$ cat src/rtl/queue.sv
// Show-ahead FIFO with global enable, independent push/pop strobes,
// occupancy flags and sticky overflow/underflow error flags.
module queue #(
    parameter int DATA_WIDTH = 8,
    parameter int ADDR_WIDTH = 4
) (
    input  logic                  clk,
    input  logic                  reset,
    input  logic                  en,
    input  logic                  push,
    input  logic                  pop,
    input  logic [DATA_WIDTH-1:0] data_in,
    output logic [DATA_WIDTH-1:0] data_out,
    output logic                  full,
    output logic                  empty,
    output logic [ADDR_WIDTH:0]   count,
    output logic                  overflow,
    output logic                  underflow
);

    localparam int DEPTH = 2 ** ADDR_WIDTH;
    localparam logic [ADDR_WIDTH:0] FULL_COUNT = {1'b1, {ADDR_WIDTH{1'b0}}};

    logic [DATA_WIDTH-1:0] mem [DEPTH];
    logic [ADDR_WIDTH-1:0] head_reg, tail_reg;
    logic [ADDR_WIDTH:0]   count_reg;
    logic                  overflow_reg, underflow_reg;
    logic                  do_push, do_pop;

    assign full  = (count_reg == FULL_COUNT);
    assign empty = (count_reg == '0);

    // A push into a full queue is only accepted when a pop frees the head slot
    // on the same edge.
    assign do_push = en & push & (~full | pop);
    assign do_pop  = en & pop & ~empty;

    // Storage is deliberately left out of reset; the pointers define validity.
    always_ff @(posedge clk) begin
        if (do_push) begin
            mem[tail_reg] <= data_in;
        end
    end

    always_ff @(posedge clk or negedge reset) begin
        if (!reset) begin
            head_reg      <= '0;
            tail_reg      <= '0;
            count_reg     <= '0;
            overflow_reg  <= 1'b0;
            underflow_reg <= 1'b0;
        end else begin
            if (do_push) begin
                tail_reg <= tail_reg + ADDR_WIDTH'(1);
            end
            if (do_pop) begin
                head_reg <= head_reg + ADDR_WIDTH'(1);
            end
            case ({do_push, do_pop})
                2'b10:   count_reg <= count_reg + (ADDR_WIDTH + 1)'(1);
                2'b01:   count_reg <= count_reg - (ADDR_WIDTH + 1)'(1);
                default: count_reg <= count_reg;
            endcase
            if (en && push && full && !pop) begin
                overflow_reg <= 1'b1;
            end
            if (en && pop && empty) begin
                underflow_reg <= 1'b1;
            end
        end
    end

    assign data_out  = empty ? '0 : mem[head_reg];
    assign count     = count_reg;
    assign overflow  = overflow_reg;
    assign underflow = underflow_reg;

endmodule

$ cat config.mk
export PLATFORM = sky130hd
export DESIGN_NAME = queue
export DESIGN_NICKNAME = d
export VERILOG_FILES = /design/src/rtl/queue.sv
export SDC_FILE = /design/constraint.sdc
export NUM_CORES = 1
export LEC_CHECK = 0
export ABC_AREA = 1
export CORE_MARGIN = 2
export CORE_UTILIZATION = 55
export DETAILED_ROUTE_END_ITERATION = 8
export DONT_BUFFER_PORTS = 1
export GPL_TIMING_DRIVEN = 0
export PLACE_DENSITY = 0.7
export SLEW_MARGIN = 10
export SYNTH_ARGS = -nofsm -noshare
export SYNTH_HDL_FRONTEND = slang
export SYNTH_SLANG_ARGS = --single-unit
$ cat constraint.sdc
create_clock -name clk -period 4.8 [get_ports clk]
set_input_delay 0.24 -clock clk [delete_from_list [all_inputs] [get_ports clk]]
set_output_delay 0.24 -clock clk [all_outputs]
set_load 0.01 [all_outputs]
==> flow_summary_export.csv, run 1 <==
group,metric,value,unit
clocking,htree_levels,4,
min_path,min_path_type,"in -> reg",
critical_path,r2r_setup_slack,2.22,ns
timing,finalCriticalPeriod,2.58,ns
timing,worst_pin_slew,0.930,ns
cells_and_area,mostFrequentLayoutCells,"nand2_1, edfxtp_1, nand3_1",
yosys,synth-seq-area-share,68.7,%
grt,antenna_found_initial,0,
cells_and_area,layout_commonest_cell,"nand2_1",
clocking,holdBufCountCts,13,
grt,grt_max_degree,17,
clocking,cts_buffer_depth,2,
drt,drc,0,
clocking,clock_latency,0.52,ns
yosys,synth-seq-cells,143,
placed_design,dp.cells,687,
timing,slew_headroom,37.8,%
clocking,cts_root_buf,"clkbuf_8",
critical_path,regToRegStartpoint,"count[0]",
drt,drt_iter0_drc,465,
critical_path,startpoint,"count[0]",
critical_path,endpoint,"count[4]",
cells_and_area,multi_input_area,1670,um2
power,irDropWorstVdd,289,uV
yosys,syn_area,6140,um2
floorplan,rows,38,
power,total_power,0.00432,W
timing,final_hold_viol_count,0,
timing,max_freq,387,MHz
placed_design,dp_slack,2.25,ns
drt,vias_per_cell,5.67,
critical_path,crit_fanout,10,
critical_path,required,5.21,ns
placed_design,dp_hpwl,9640,um
power,p_leak,2.70,nW
yosys,ys_warn_count,0,
grt,gr-total-overflow,0,
timing,setup_slack,2.22,ns
yosys,postSynthNetCount,569,
cells_and_area,fin_util,64.4,%
cells_and_area,final_net_count,601,
run,maxCapViolCount,0,
critical_path,cp-end-kind,"flip-flop",
drt,wire_per_inst,19.9,um
timing,final.setup.tns,0,ns
clocking,cts_tree,"yes",
cells_and_area,finalNonFillerCells,731,
placed_design,place_congestion,0.921,
cells_and_area,nFillCells,828,
floorplan,core,10900,um2
timing,setup_viol,0,
floorplan,die_area,12000,um2
floorplan,die_w,110,um
drt,vias,4147,
yosys,syn_avg_cell_area,11.2,um2
yosys,synth-async-reset-ratio,10.5,%
cells_and_area,area_growth,14.2,%
power,p_per_area,615,nW/um2
clocking,path_clk_slew,0.06,ns
timing,maxSlewViolCount,0,
yosys,synthCells,547,
drt,routed_wirelength,14500,um
cells_and_area,seq_area,4220,um2
yosys,yosysUniqueCellTypes,26,
clocking,cts_buffers,17,
floorplan,ios,30,
drt,dr.pass1.iters,5,
timing,worst_clock_skew,0.00555,ns
timing,grt_setup_unrepaired,"no",
critical_path,cp.arrival,2.99,ns
clocking,cts_resized,0,
grt,grt_pass1_vias,4009,
critical_path,cp-start-kind,"flip-flop",
floorplan,die_h,110,um
grt,grt_pass1_wl,22100,um
cells_and_area,diodes,0,
grt,grtUsageTotal,26.2,%
cells_and_area,largest_reg_flops,128,
clocking,cts_num_sinks,143,
critical_path,crit_type,"reg -> reg",
floorplan,start_util,56.4,%
yosys,synth_flop_cell,"edfxtp_1",
cells_and_area,drive_gt1_share,9.81,%
drt,detail-route-antenna-nets,0,
critical_path,r2r_cells,14,
critical_path,r2r_end,"count[4]",
yosys,synth_edf_count,128,
placed_design,io_buffers,0,
status,outcome,"finished, final reports clean",
clocking,postCtsSetupRepairBufs,0,
timing,fin_crit_sh,53.8,%
==> stage by stage <==
stage,area [um2],hold WS [ns]
detailed placement,6320,-0.0553
floorplan,6140,-0.0556
global placement,6320,-0.0553
finish,7020,0.0854
global route,7020,0.115
CTS,7020,0.0710
==> where the power goes <==
group | switching [W] | internal (W) | leakage [nW]
Combinational | 0.00103 | 0.000466 | 1.09
Sequential | 0.0000902 | 0.00147 | 1.34
Clock | 0.000479 | 0.000783 | 0.274
Total | 0.00160 | 0.00272 | 2.70
==> layout make-up <==
type | instances | area share (%)
Buffer | 25 | 2.55
Clock buffer | 19 | 6.01
Clock inverter | 12 | 2.07
Inverter | 21 | 1.12
Multi-Input combinational cell | 358 | 23.8
Sequential cell | 143 | 60.1
Tap cell | 140 | 2.50
Timing Repair Buffer | 13 | 1.85
==> cell families (layout without fill, tap and decap cells) <==
| group | count (synthesis) | in the layout | synth area share (%) |
|---|---|---|---|
| AOI/OAI and AO/OA | 21 | 21 | 2.06 |
| xor gates and xnor gates | 8 | 8 | 1.14 |
| adders and majority gates | 9 | 9 | 1.83 |
| and+or+nand+nor | 320 | 320 | 22.1 |
| buffers and inverters | 46 | 90 | 4.19 |
| DFF | 143 | 143 | 68.7 |
==> synth_stat cells (5+ instances only) <==
library cell / count / share of area, %
a21oi_1: 9 / 0.73
buf_2: 8 / 0.65
buf_4: 6 / 0.73
buf_6: 7 / 1.3
dfrtp_1: 15 / 6.1
edfxtp_1: 128 / 63
ha_1: 9 / 1.8
inv_1: 15 / 0.92
nand2_1: 191 / 12
nand3_1: 107 / 8.7
nor2_1: 16 / 0.98
o21ai_0: 5 / 0.41
xor2_1: 6 / 0.86
==> how the worst min path moves through the flow <==
stage	to	slack, ns	cells after the start	start
after detailed placement	head_reg[2]	-0.06	0	reset
after floorplan	count[0]	-0.06	0	reset
final	tail_reg[2]	0.09	4	push
after global routing	tail_reg[2]	0.11	4	push
after global placement	head_reg[2]	-0.06	0	reset
after CTS	tail_reg[2]	0.07	4	push
==> layer usage <==
layer / vias up / track usage, % / routed length, um
met2: 222 / 40.3 / 6840
met1: 1955 / 36.6 / 5890
met5: - / 0 / 0
met3: 26 / 6.64 / 1490
met4: 0 / 9.04 / 308
li1: 1944 / - / -
==> worst max-delay path, cell delays in order, from the launching register on <==
cell	delay [ns]
dfrtp_1	0.47
nor2_2	0.13
nand3_2	0.13
nor2_4	0.33
inv_2	0.07
nand2_2	0.09
inv_2	0.09
ha_1	0.29
xor2_1	0.19
ha_1	0.19
a21o_1	0.17
nand3_1	0.11
nand3_1	0.07
nand3_1	0.08
nand2_1	0.05
Power figures use the tool's default switching activity.
==> run 2: changes to the inputs <==
--- a/config.mk
+++ b/config.mk
@@ -11,7 +11,7 @@
 export DETAILED_ROUTE_END_ITERATION = 8
 export DONT_BUFFER_PORTS = 1
 export GPL_TIMING_DRIVEN = 0
-export PLACE_DENSITY = 0.7
+export PLACE_DENSITY = 0.73
 export SLEW_MARGIN = 10
 export SYNTH_ARGS = -nofsm -noshare
 export SYNTH_HDL_FRONTEND = slang
==> constraint.sdc (replaced) <==
create_clock -name clk -period 2.3 [get_ports clk]
set_input_delay 0.115 -clock clk [delete_from_list [all_inputs] [get_ports clk]]
set_output_delay 0.115 -clock clk [all_outputs]
set_load 0.01 [all_outputs]
==> run 2 against run 1 <==
Compared with the run above: the run now ends with setup timing left; largest power group is now combinational logic; first-iteration DRC count unchanged; setup slack got worse by 2.3 ns; combinational power grew 140%; global-route usage is 1.9 points higher; sequential power increased by 110%; utilization up 3.4 points; wire length rose by 9.3%; via count increased by 5.0%; non-clock buffer count grew 19; largest cell class unchanged; register-to-register slack worse by 2.3 ns; sequential share of layout area fell by 2.9 points; final cell count is 2.9% higher.
==> flow_summary_export.csv, run 2 (synthesized netlist as in run 1, its figures left out) <==
group,metric,value,unit
status,outcome,"finished, violations left",
status,violations,"setup timing",
power,irDropWorstVdd,838,uV
power,p_leak,2.82,nW
critical_path,required,2.76,ns
floorplan,start_util,56.4,%
cells_and_area,layout_commonest_cell,"nand2_1",
timing,fin_crit_sh,106,%
power,p_clk_share,28.6,%
clocking,htree_levels,4,
timing,final.setup.tns,-0.415,ns
timing,max_freq,411,MHz
drt,drt_iter0_drc,465,
floorplan,die_h,110,um
clocking,cts_num_sinks,143,
cells_and_area,largest_reg_flops,128,
placed_design,dp_hpwl,9670,um
grt,grt_pass1_vias,4190,
cells_and_area,mostFrequentLayoutCells,"nand2_1, edfxtp_1, nand3_1",
min_path,min_path_type,"in -> async",
cells_and_area,diodes,0,
critical_path,cpMostUsedCell,"buf_4",
timing,finalCriticalPeriod,2.43,ns
power,internal_power,0.00607,W
power,power_frac_comb,37.0,%
timing,maxSlewViolCount,0,
clocking,cts_buffer_depth,2,
placed_design,place_congestion,0.921,
grt,grt_pass1_wl,23400,um
placed_design,dp.cells,687,
cells_and_area,area_growth,20.2,%
floorplan,die_area,12000,um2
grt,antenna_found_initial,0,
critical_path,crit_buf_inv,10,
power,p_per_area,1310,nW/um2
drt,drc,0,
drt,dr.pass1.iters,7,
timing,final_hold_viol_count,0,
cells_and_area,nFillCells,787,
critical_path,cpPeakStageDelay,0.51,ns
clocking,clock_latency,0.53,ns
timing,slew_headroom,45.9,%
clocking,cts_tree,"yes",
critical_path,cp-start-kind,"flip-flop",
drt,wire_per_inst,21.1,um
run,maxCapViolCount,0,
power,seqPwrFrac,34.4,%
critical_path,cpLargestDelayFamily,"buffers and inverters",
floorplan,die_w,110,um
timing,setup_viol,6,
critical_path,cp-end-kind,"flip-flop",
grt,grt_max_degree,17,
critical_path,path_cells,"nor2_4 > nand3_4 > nor2_4 > inv_2 > buf_4 > buf_4 > buf_4 > buf_4 > buf_4 > buf_4 > buf_4 > buf_4 > buf_4 > o21bai_1",
clocking,cts_root_buf,"clkbuf_8",
drt,vias_per_cell,5.79,
critical_path,cp.arrival,2.89,ns
cells_and_area,finalNonFillerCells,752,
drt,routed_wirelength,15900,um
timing,setup_slack,-0.131,ns
critical_path,critical-path-slowest-cell,"dfrtp_2",
placed_design,place_area,6320,um2
power,p_sw_share,37.0,%
timing,worst_clock_skew,0.00633,ns
placed_design,io_buffers,0,
critical_path,crit_fanout,6,
power,p_sw,0.00356,W
clocking,path_clk_slew,0.06,ns
floorplan,rows,38,
drt,detail-route-antenna-nets,0,
timing,worst_pin_slew,0.809,ns
placed_design,dp_slack,-0.270,ns
grt,gr-total-overflow,0,
floorplan,ios,30,
critical_path,crit_type,"reg -> reg",
clocking,cts_buffers,17,
drt,vias,4355,
cells_and_area,final_net_count,621,
cells_and_area,final_cell_area,7380,um2
timing,grt_setup_unrepaired,"yes",
timing,holdWs,0.103,ns
cells_and_area,drive_gt1_share,18.8,%
floorplan,core,10900,um2
grt,grtUsageTotal,28.1,%
## run 2: path summary, 6_finish.rpt
check | from | to | slack [ns] | cells after the start
min in group clk | pop | underflow | 0.30 | 3
max | count[0] | underflow | -0.13 | 14
min reg2reg | underflow | underflow | 0.56 | 1
min | reset | count[3] | 0.10 | 1
max reg2reg | count[0] | underflow | -0.13 | 14
max in group asynchronous | reset | count[1] | 1.67 | 1
## run 2: power by group through the flow
stage	Combinational, W	Clock, W	Sequential, W
6_report	0.00356	0.00276	0.00332
5_1_grt	0.00387	0.00286	0.00334
4_1_cts	0.00326	0.00277	0.00329
3_5_place_dp	0.00297	0	0.00330
3_3_place_gp	0.00290	0	0.00329
2_1_floorplan	0.00216	0	0.00326
## run 2: final cells by class
class | count | area (um2) | share of cell area [%]
Clock buffer | 24 | 450 | 6.10
Tap cell | 140 | 175 | 2.37
Sequential cell | 143 | 4230 | 57.2
Buffer | 25 | 184 | 2.49
Multi-Input combinational cell | 359 | 1840 | 25.0
Timing Repair Buffer | 32 | 283 | 3.83
Inverter | 21 | 83.8 | 1.14
Clock inverter | 8 | 139 | 1.88
## run 2: worst register-to-register path, cell delays in order (launching register included)
cell,delay [ns]
dfrtp_2,0.51
nor2_4,0.13
nand3_4,0.11
nor2_4,0.28
inv_2,0.10
buf_4,0.14
buf_4,0.12
buf_4,0.13
buf_4,0.13
buf_4,0.12
buf_4,0.12
buf_4,0.12
buf_4,0.12
buf_4,0.12
o21bai_1,0.11
## run 2: through the flow
| stage | total power [W] | util (%) |
|---|---|---|
| final | 0.00964 | 67.8 |
| after global routing | 0.0101 | 67.8 |
| after detailed placement | 0.00627 | 58.0 |
| after global placement | 0.00620 | 58.0 |
| after floorplan | 0.00542 | - |
| after CTS | 0.00932 | 66.6 |
## run 2: routing by layer
metal / up-vias / GRT usage, % / wire length (um) / share of wire [%]
met5: - / 0 / 0 / 0
li1: 1993 / - / - / -
met1: 2094 / 36.1 / 6000 / 38
met3: 33 / 8.54 / 1540 / 9.7
met2: 235 / 45.1 / 7900 / 50
met4: 0 / 10.7 / 435 / 2.7
## run 2: repair_timing
item	CTS	global route
hold buffers	14	0
resized for setup	22	34
endpoints found under the hold margin	150	0
pin swaps	6	10
setup buffers	14	5
setup endpoints to repair	37	70
gates cloned	1	0
